**src/rtl/mmio_port_arbiter_if.sv**
```systemverilog
// rtl/mmio_port_arbiter_if.sv - offer/accept bus between the port arbiter and the shared peripheral
interface mmio_port_arbiter_if #(
  parameter int PORT_EXPONENT = 3
) ();
  logic                     dev_valid;
  logic                     dev_ready;
  logic [PORT_EXPONENT-1:0] dev_port;
  logic [31:0]              dev_data;

  modport master (
    output dev_valid,
    output dev_port,
    output dev_data,
    input  dev_ready
  );

  modport slave (
    input  dev_valid,
    input  dev_port,
    input  dev_data,
    output dev_ready
  );
endinterface

```
**src/rtl/mmio_port_arbiter.sv**
```systemverilog
// rtl/mmio_port_arbiter.sv - latches MMIO port writes and round-robin offers them on one peripheral bus
module mmio_port_arbiter #(
  parameter  int PORT_EXPONENT = 3,
  localparam int PORT_COUNT    = 2 ** PORT_EXPONENT
) (
  input  logic                  clk,
  input  logic                  rst,
  input  logic [PORT_COUNT-1:0] port_write_evt_i,
  input  logic [15:0]           port_data_i [2*PORT_COUNT],
  mmio_port_arbiter_if.master   dev,
  output logic [PORT_COUNT-1:0] pending_o,
  output logic [PORT_COUNT-1:0] overrun_o,
  input  logic [PORT_COUNT-1:0] overrun_clr_i
);

  typedef enum logic {
    IDLE,
    OFFER
  } state_e;

  state_e                   state_q, state_d;
  logic [PORT_COUNT-1:0]    pending_q, pending_d;
  logic [PORT_COUNT-1:0]    overrun_q, overrun_d;
  logic                     requeue_q, requeue_d;
  logic [PORT_EXPONENT-1:0] last_grant_q, last_grant_d;
  logic [PORT_EXPONENT-1:0] grant_q, grant_d;
  logic [31:0]              dev_data_q, dev_data_d;
  logic [31:0]              holding_q [PORT_COUNT];
  logic [31:0]              holding_d [PORT_COUNT];

  logic [PORT_EXPONENT-1:0] rr_idx;
  logic [PORT_EXPONENT-1:0] rr_grant;
  logic                     rr_found;

  // Search starts just after the last served port; the index width makes the wrap implicit.
  always_comb begin
    rr_idx   = '0;
    rr_grant = '0;
    rr_found = 1'b0;
    for (int i = 1; i <= PORT_COUNT; i++) begin
      rr_idx = last_grant_q + PORT_EXPONENT'(i);
      if (!rr_found && pending_q[rr_idx]) begin
        rr_grant = rr_idx;
        rr_found = 1'b1;
      end
    end
  end

  always_comb begin
    state_d      = state_q;
    pending_d    = pending_q;
    overrun_d    = overrun_q & ~overrun_clr_i;
    requeue_d    = requeue_q;
    last_grant_d = last_grant_q;
    grant_d      = grant_q;
    dev_data_d   = dev_data_q;
    for (int k = 0; k < PORT_COUNT; k++) begin
      holding_d[k] = holding_q[k];
    end

    // A write to the port currently on offer is queued for re-offer instead of counting as an overrun.
    for (int k = 0; k < PORT_COUNT; k++) begin
      if (port_write_evt_i[k]) begin
        holding_d[k] = {port_data_i[2*k+1], port_data_i[2*k]};
        if (state_q == OFFER && grant_q == PORT_EXPONENT'(k)) begin
          if (requeue_q) begin
            overrun_d[k] = 1'b1;
          end
          requeue_d = 1'b1;
        end else begin
          if (pending_q[k]) begin
            overrun_d[k] = 1'b1;
          end
          pending_d[k] = 1'b1;
        end
      end
    end

    case (state_q)
      IDLE: begin
        if (rr_found) begin
          grant_d    = rr_grant;
          dev_data_d = holding_d[rr_grant];
          state_d    = OFFER;
        end
      end
      OFFER: begin
        if (dev.dev_ready) begin
          last_grant_d = grant_q;
          if (!requeue_d) begin
            pending_d[grant_q] = 1'b0;
          end
          requeue_d = 1'b0;
          state_d   = IDLE;
        end
      end
      default: state_d = IDLE;
    endcase
  end

  always_ff @(posedge clk or posedge rst) begin
    if (rst) begin
      state_q      <= IDLE;
      pending_q    <= '0;
      overrun_q    <= '0;
      requeue_q    <= 1'b0;
      last_grant_q <= PORT_EXPONENT'(PORT_COUNT - 1);
      grant_q      <= '0;
      dev_data_q   <= '0;
      for (int k = 0; k < PORT_COUNT; k++) begin
        holding_q[k] <= '0;
      end
    end else begin
      state_q      <= state_d;
      pending_q    <= pending_d;
      overrun_q    <= overrun_d;
      requeue_q    <= requeue_d;
      last_grant_q <= last_grant_d;
      grant_q      <= grant_d;
      dev_data_q   <= dev_data_d;
      for (int k = 0; k < PORT_COUNT; k++) begin
        holding_q[k] <= holding_d[k];
      end
    end
  end

  assign dev.dev_valid = (state_q == OFFER);
  assign dev.dev_port  = grant_q;
  assign dev.dev_data  = dev_data_q;
  assign pending_o     = pending_q;
  assign overrun_o     = overrun_q;

endmodule

```
**src/flat_wrapper.sv**
```systemverilog
// flat-port wrapper written by rule: the top's interface ports become plain ports
module mmio_port_arbiter_flat 
#(
  parameter  int PORT_EXPONENT = 3,
  localparam int PORT_COUNT    = 2 ** PORT_EXPONENT
)
  (clk, rst, port_write_evt_i, port_data_i, pending_o, overrun_o, overrun_clr_i, dev_dev_valid, dev_dev_port, dev_dev_data, dev_dev_ready);
  mmio_port_arbiter_if #(.PORT_EXPONENT(PORT_EXPONENT)) dev_i ();
  input  logic clk;
  input  logic rst;
  input  logic [PORT_COUNT-1:0] port_write_evt_i;
  input  logic [15:0] port_data_i[2*PORT_COUNT];
  output logic [PORT_COUNT-1:0] pending_o;
  output logic [PORT_COUNT-1:0] overrun_o;
  input  logic [PORT_COUNT-1:0] overrun_clr_i;
  output wire logic [$bits(dev_i.dev_valid)-1:0] dev_dev_valid;
  output wire logic [$bits(dev_i.dev_port)-1:0] dev_dev_port;
  output wire logic [$bits(dev_i.dev_data)-1:0] dev_dev_data;
  input wire logic [$bits(dev_i.dev_ready)-1:0] dev_dev_ready;
  assign dev_dev_valid = dev_i.dev_valid;
  assign dev_dev_port = dev_i.dev_port;
  assign dev_dev_data = dev_i.dev_data;
  assign dev_i.dev_ready = dev_dev_ready;
  mmio_port_arbiter #(.PORT_EXPONENT(PORT_EXPONENT)) u_core (.clk(clk), .rst(rst), .port_write_evt_i(port_write_evt_i), .port_data_i(port_data_i), .dev(dev_i), .pending_o(pending_o), .overrun_o(overrun_o), .overrun_clr_i(overrun_clr_i));
endmodule
```
**config.mk**
```make
export PLATFORM = sky130hd
export DESIGN_NAME = mmio_port_arbiter_flat
export DESIGN_NICKNAME = d
export VERILOG_FILES = /design/src/rtl/mmio_port_arbiter_if.sv /design/src/rtl/mmio_port_arbiter.sv /design/src/flat_wrapper.sv
export SDC_FILE = /design/constraint.sdc
export NUM_CORES = 1
export LEC_CHECK = 0
export ABC_AREA = 1
export CAP_MARGIN = 40
export CORE_MARGIN = 2
export CORE_UTILIZATION = 30
export CTS_CLUSTER_DIAMETER = 30
export DETAILED_ROUTE_END_ITERATION = 7
export HOLD_SLACK_MARGIN = 0.12
export PLACE_DENSITY = 0.63
export SYNTH_ARGS = -nofsm -noshare
export SYNTH_HDL_FRONTEND = slang
export SYNTH_SLANG_ARGS = --single-unit
```
**constraint.sdc**
```tcl
create_clock -name clk -period 15.65 [get_ports clk]
set_input_delay 2.3475 -clock clk [delete_from_list [all_inputs] [get_ports clk]]
set_output_delay 2.3475 -clock clk [all_outputs]
set_load 0.01 [all_outputs]
```
[After elaboration in Yosys (flattened, before gate mapping)]
Index checks and enable logic that the tools add are counted.
Operators by class
  add/subtract/negate cells: 7
  order comparisons: 11
  eq/ne operators: 7
  muxes and demuxes: 117
  bitwise gates (word level): 6
  reduce and logical (&&, ||, !) cells: 26
Operators by type and width (number)
  $mux 32: 10
  $bmux 32 s3: 1
  $mux 1: 85
  $lt 3x4->1 const B: 9
  $bmux 1 s3: 8
  $mux 3: 8
  $mux 8: 3
  $and 8x8->8: 2
  $logic_and 1x1->1: 16
  $not 8->8: 2
  $add 3x3->3 const B: 4
  $eq 3x3->1 const B: 4
  $logic_not 1->1: 7
  $add 3x2->3 const B: 2
  $eq 3x2->1 const B: 2
  $ge 4x4->1 const B: 1
  $not 3->4: 1
  $reduce_and 2->1: 2
  $add 3x1->3 const B: 1
  $demux 1 s3: 1
  $eq 3x1->1 const B: 1
  $ge 3x1->1 const B: 1
  $logic_not 3->1: 1
  $pmux 1 s2: 1
  $not 1->1: 1
Word-level totals
  register bits: 312
  output and inout bits: 52
  word-level logic and storage cells: 189

[Logic depth before layout (Yosys ltp)]
  depth after elaboration: 29
  depth in mapped cells: 22
  gate-level depth less buffers: 19

[Worst setup path before layout]
Ideal clock, no wire load.
  path type: in2reg
  start point: input port_write_evt_i[6]
  end point: register u_core.pending_q[0] (netlist: u_core.pending_o[0])
  arrival: 3749 ps
  path slack: 11783 ps
  cell stages on the path: 9
  path through: clkbuf_1 > inv_1 > nor2_1 > nor3_1 > nand2_1 > nor4_1 > nand2_1 > o21bai_1 > inv_1
On the way
  longest elaborated chain between the ends: 6
RTL lines
  start, declared: RTL line flat_wrapper.sv:11  | input logic [PORT_COUNT-1:0] port_write_evt_i;
  $mux 1 (*): RTL line mmio_port_arbiter.sv:63  | if (port_write_evt_i[k]) begin
  $mux 1: RTL line mmio_port_arbiter.sv:65  | if (state_q == OFFER && grant_q == PORT_EXPONENT'(k)) begin
  $mux 1 (*): RTL line mmio_port_arbiter.sv:63
  $mux 8 (*): RTL line mmio_port_arbiter.sv:90  | if (!requeue_d) begin
  $mux 8 (*): RTL line mmio_port_arbiter.sv:88  | if (dev.dev_ready) begin
  $mux 8 (*): RTL line mmio_port_arbiter.sv:79  | case (state_q)
  via u_core.pending_d[0]: RTL line mmio_port_arbiter.sv:22  | logic [PORT_COUNT-1:0] pending_q, pending_d;
  end signal, assigned: RTL line mmio_port_arbiter.sv:115  | pending_q <= pending_d;
  end, declared: RTL line mmio_port_arbiter.sv:22
Mark *: on every way through the listed nets, which the timed path passes. The rest lies on a longest branch.
A chain may end at the register's enable or synchronous reset.

[Worst setup path after layout]
  start point: register u_core.last_grant_q[0]
  end point: register u_core.dev_data_q[7] (netlist: u_core.dev.dev_data[7])
On the way
  longest elaborated chain between the ends: 29
  elaborated cells on any way between the ends: 58
RTL lines
  start, declared: RTL line mmio_port_arbiter.sv:25  | logic [PORT_EXPONENT-1:0] last_grant_q, last_grant_d;
  start signal, assigned: RTL line mmio_port_arbiter.sv:107  | last_grant_q <= PORT_EXPONENT'(PORT_COUNT - 1);
  start signal, assigned: RTL line mmio_port_arbiter.sv:118  | last_grant_q <= last_grant_d;
  $add 3x1->3: RTL line mmio_port_arbiter.sv:41  | rr_idx = last_grant_q + PORT_EXPONENT'(i);
  $bmux 1 s3: RTL line mmio_port_arbiter.sv:42  | if (!rr_found && pending_q[rr_idx]) begin
  $mux 1 (implied by the code): RTL line mmio_port_arbiter.sv:42
  $mux 1: RTL line mmio_port_arbiter.sv:42
  $logic_not 1->1: RTL line mmio_port_arbiter.sv:42
  $logic_and 1x1->1: RTL line mmio_port_arbiter.sv:42
  $mux 1: RTL line mmio_port_arbiter.sv:42
  $logic_not 1->1: RTL line mmio_port_arbiter.sv:42
  [... 12 more ...]
  $logic_and 1x1->1: RTL line mmio_port_arbiter.sv:42
  $mux 1: RTL line mmio_port_arbiter.sv:42
  $logic_not 1->1: RTL line mmio_port_arbiter.sv:42
  $logic_and 1x1->1: RTL line mmio_port_arbiter.sv:42
  $mux 3: RTL line mmio_port_arbiter.sv:42
  $not 3->4 (implied by the code): RTL line mmio_port_arbiter.sv:83  | dev_data_d = holding_d[rr_grant];
  $bmux 32 s3: RTL line mmio_port_arbiter.sv:83
  $mux 32 (implied by the code) (2 in a row): RTL line mmio_port_arbiter.sv:83
  end signal, assigned: RTL line mmio_port_arbiter.sv:120  | dev_data_q <= dev_data_d;
  end, declared: RTL line mmio_port_arbiter.sv:27  | logic [31:0] dev_data_q, dev_data_d;
Parallel ways exist; a longest one is shown, timed or not. The select of a mux whose other input is x is not followed.

==> impl.org <==
** Run status
- The flow ran to the end, and the final reports show no timing, DRC or antenna violations.

** Route
- After detailed routing, the average wire length per cell comes to 18.91 um.
- Initial drt markers :: 1,349
- After detailed routing, the number of remaining DRC violations is 0.
- In the routed layout, each cell is associated on average with a via count of 4.894.
- First-pass iteration count of the detailed router :: 6
- Residual antenna-violating net count after detailed routing :: 0
- Wire length after detailed routing :: 58,720 um
- Detailed routing inserted a total of 15,200 vias.

** Clock network
- Once the clock tree was built, the resizer swapped 0 gates to a different size.
- Buffers inserted during post-CTS setup optimization :: 0
- CTS hold repair buffers :: 0
- CTS H-tree depth :: 3
- Clock Tree Buf Depth :: 3
- CTS clk-pin slew, worst paths :: 40 ps
- TritonCTS clock tree :: built
- Clock tree synthesis found a total of 312 sinks.
- The root buffer cell chosen for the clock tree is clkbuf_16.
- CTS buffer count :: 79
- The clock reaches the later pin of the worst-skew pair after 610 ps.

** GRT
- Total gr overflow :: 0
- Entering global routing, the biggest net connects 85 pins.
- The via count of the first global-routing pass is 15,520.
- The number of antenna violations at the first check in global routing came to 0.
- First-pass GRT wire length :: 91,150 um
- In the global route stage, overall resource usage came out at 0.2233.

** Layout
- The area growth from synthesis to layout is 43.31%.
- Share of post-route cells with drive strength above 1 :: 0.07768
- Area taken by multi-input logic gates :: 0.006638 mm2
- Layout Nets :: 2,649
- The number of antenna diodes in the final layout is 0.
- Final instance area :: 0.02179 mm2
- Registers take 0.007811 mm2.
- At the end of the flow the core is filled with cells to 0.4352.
- The filler cells instantiated in the layout total 5,006.

** Worst setup path
- FF-to-FF path depth :: 19
- The worst setup path is of the reg -> reg kind.
- Data arrives at the worst endpoint at 5580 ps.
- Max FO, Critical Path :: 42
- Required time of the critical path :: 16,130 ps
- Element type at the critical path start :: flop
- The worst setup path is captured at a flop.

** STA
- Largest clock skew in the final design :: 24.75 ps
- Setup repair after global routing left no endpoint under its margin.
- For the final routed database, the setup TNS stands at 0 ps.
- Worst slew margin relative to its limit :: 0.4484
- The final number of max-transition violations was 0.
- The count of endpoints failing hold in the final timing report was 0.
- Setup violations remaining at the end of the flow were counted as 0.
- Highest clock frequency the design can meet :: 196.0 MHz
- Of the available clock period, the critical path in the final layout requires 0.3260.
- Hold timing on the final database bottoms out at a slack of 464.8 ps.
- Final critical delay including setup and external delays :: 5102 ps
- For the pin with the worst max-slew slack, the measured transition is 827.4 ps.

** Synthesis
- Counting flops and latches in the post-synthesis netlist gives 312.
- Count of unique library cells instantiated by Yosys :: 37
- Post-synthesis area per instance :: 7.377 um2
- The cell area that synthesis handed to floorplanning was 0.01520 mm2.
- Seq/Total Area, Yosys :: 0.5137
- Counting every net in the synthesized netlist gives 2,338.
- In this run, synthesis inferred 0 flip-flops with an integrated enable.
- Number of warnings issued by yosys :: 0
- Among all flip-flop cells after synthesis, the most frequent one is dfrtp_1.
- FFs w/ async S/R, synth :: 1.000
- The cell count after synthesis came out at 2,061.

** Floorplan
- Starting utilization of the core area :: 0.3037
- 327 I/O pins were placed.
- Die height :: 229.1 um
- Core Region :: 0.05007 mm2
- Die width :: 229.1 um
- In this run the core area contains 82 standard-cell rows.
- The floorplan step defined a die boundary enclosing 0.05250 mm2.

** Worst hold path
- The worst hold path passes through 2 cells.
- Type of the most critical hold path :: reg -> reg

** Placement
- Global placement routability congestion :: 0.8835
- In this run the cell area measured after placement is 0.01909 mm2.
- Input and output buffers added on the ports amount to 326.
- Detailed placement finished with a half-perimeter wire length of 40,880 um.

** Power
- Part of the power in registers :: 0.191
- IR analysis of the VDD net gives a maximum drop of 0.0002266 V.
- The share of total power dissipated in combinational logic is 0.508.
- The analysis attributes to cell leakage a power of 0.01080 uW.
- Switching power total :: 2534 uW
- Cell area power density :: 248.8 mW/mm2
- Of the total power, the share spent switching nets is 0.4674.
- Of the total power, the clock network draws 0.301.
- The internal portion of the total power is 2888 uW.

** Job
- The tool flagged a number of max-cap violations equal to 0.
-- metal layers --
layer | share of wire | GRT usage | vias to the layer above | wire length, um
met5 | 0 | 0 | - | 0
met4 | 0.022 | 0.07123 | 0 | 1284
li1 | - | - | 7190 | -
met3 | 0.067 | 0.04034 | 84 | 3906
met2 | 0.45 | 0.3489 | 637 | 26490
met1 | 0.46 | 0.3133 | 7284 | 27040
-- state kept, by name, summed over array words and instances, names as in the netlist --
signal	cells
u_core.holding_q	256
u_core.dev.dev_data	32
u_core.overrun_o	8
u_core.pending_o	8
u_core.dev.dev_port	3
u_core.last_grant_q	3
u_core.dev.dev_valid	1
u_core.requeue_q	1
-- power groups by stage --
stage,registers [uW],clock network (uW),logic [uW]
global placement,1040,0,2700
finish,1030,1630,2760
floorplan,1020,0,1810
CTS,1030,1650,2750
detailed placement,1040,0,2740
global route,1050,1700,3050
-- worst paths after layout --
check | start | slack [ps] | end
max | u_core.last_grant_q[0] | 10550 | u_core.dev.dev_data[7]
min | u_core.holding_q[23] | 460 | u_core.holding_q[23]
max reg2reg | u_core.last_grant_q[0] | 10550 | u_core.dev.dev_data[7]
min reg2reg | u_core.holding_q[23] | 460 | u_core.holding_q[23]
max in group asynchronous | rst | 11520 | u_core.holding_q[76]
min in group asynchronous | rst | 2230 | u_core.holding_q[33]
-- critical path, stage by stage (launching register included) --
cell,delay [ps]
dfstp_2,750
inv_2,240
ha_1,450
inv_1,260
nand3_1,160
nand3_1,140
nand2_2,130
nor2_4,200
nand4_4,140
nor2_4,200
nand3_4,140
nand2_1,160
nor2_1,90
nor2_4,520
buf_4,640
nand3_1,330
nand3_1,200
nand2_1,80
nand2_1,60
nand2_1,50
-- synthesized netlist by cell type, types with 3 or more instances --
cell type	instances	area share
nand4_1	4	0.0016
buf_4	11	0.0054
o21bai_1	5	0.0025
dfstp_2	3	0.0052
o211ai_1	8	0.0040
clkbuf_1	68	0.017
nor2_4	4	0.0030
dfrtp_1	309	0.51
nand2_1	1104	0.27
nor2_1	23	0.0057
a21oi_1	10	0.0033
a31o_2	3	0.0017
inv_2	3	0.00074
nor3_1	10	0.0033
buf_2	47	0.015
nand3_1	366	0.12
o21ai_0	9	0.0030
inv_1	49	0.012
-- cells in the final DEF, fill, tap and decap left out, drive strengths merged, types with 6 or more instances in the layout --
| cell type | count |
|---|---|
| clkinv | 22 |
| buf | 36 |
| clkbuf | 104 |
| clkinvlp | 6 |
| dfrtp | 309 |
| nand3 | 368 |
| o211ai | 8 |
| nor3 | 10 |
| bufinv | 9 |
| clkdlybuf4s50 | 323 |
| inv | 55 |
| nor2 | 27 |
| a21oi | 11 |
| o21ai | 12 |
| nand2 | 1106 |
| o21bai | 6 |
-- per-stage QoR --
step                worst slack, ps  cells  total power (uW)
finish                        10550   3105              5422
floorplan                      4678   2061              2828
global placement              10250   2958              3738
CTS                           10550   3105              5437
detailed placement            10410   2963              3785
global route                  10180   3105              5796
-- layout make-up --
cell class              count  share of cell area
clock buffers             104             0.09917
inverters                  54            0.009647
clock inverters            38             0.02481
repair buffers            359              0.1647
well taps                 672             0.03859
multi-input cells        1566              0.3046
flip-flops and latches    312              0.3585
-- logic make-up after synthesis --
family | count (synthesis) | synth area share
compound gates | 44 | 0.01868
buf+inv | 183 | 0.05275
xor+xnor | 2 | 0.001646
simple gates | 1518 | 0.4115
flops | 312 | 0.5137
fa+ha+maj | 2 | 0.001646
Note: power is estimated with default switching activity, not from simulation.
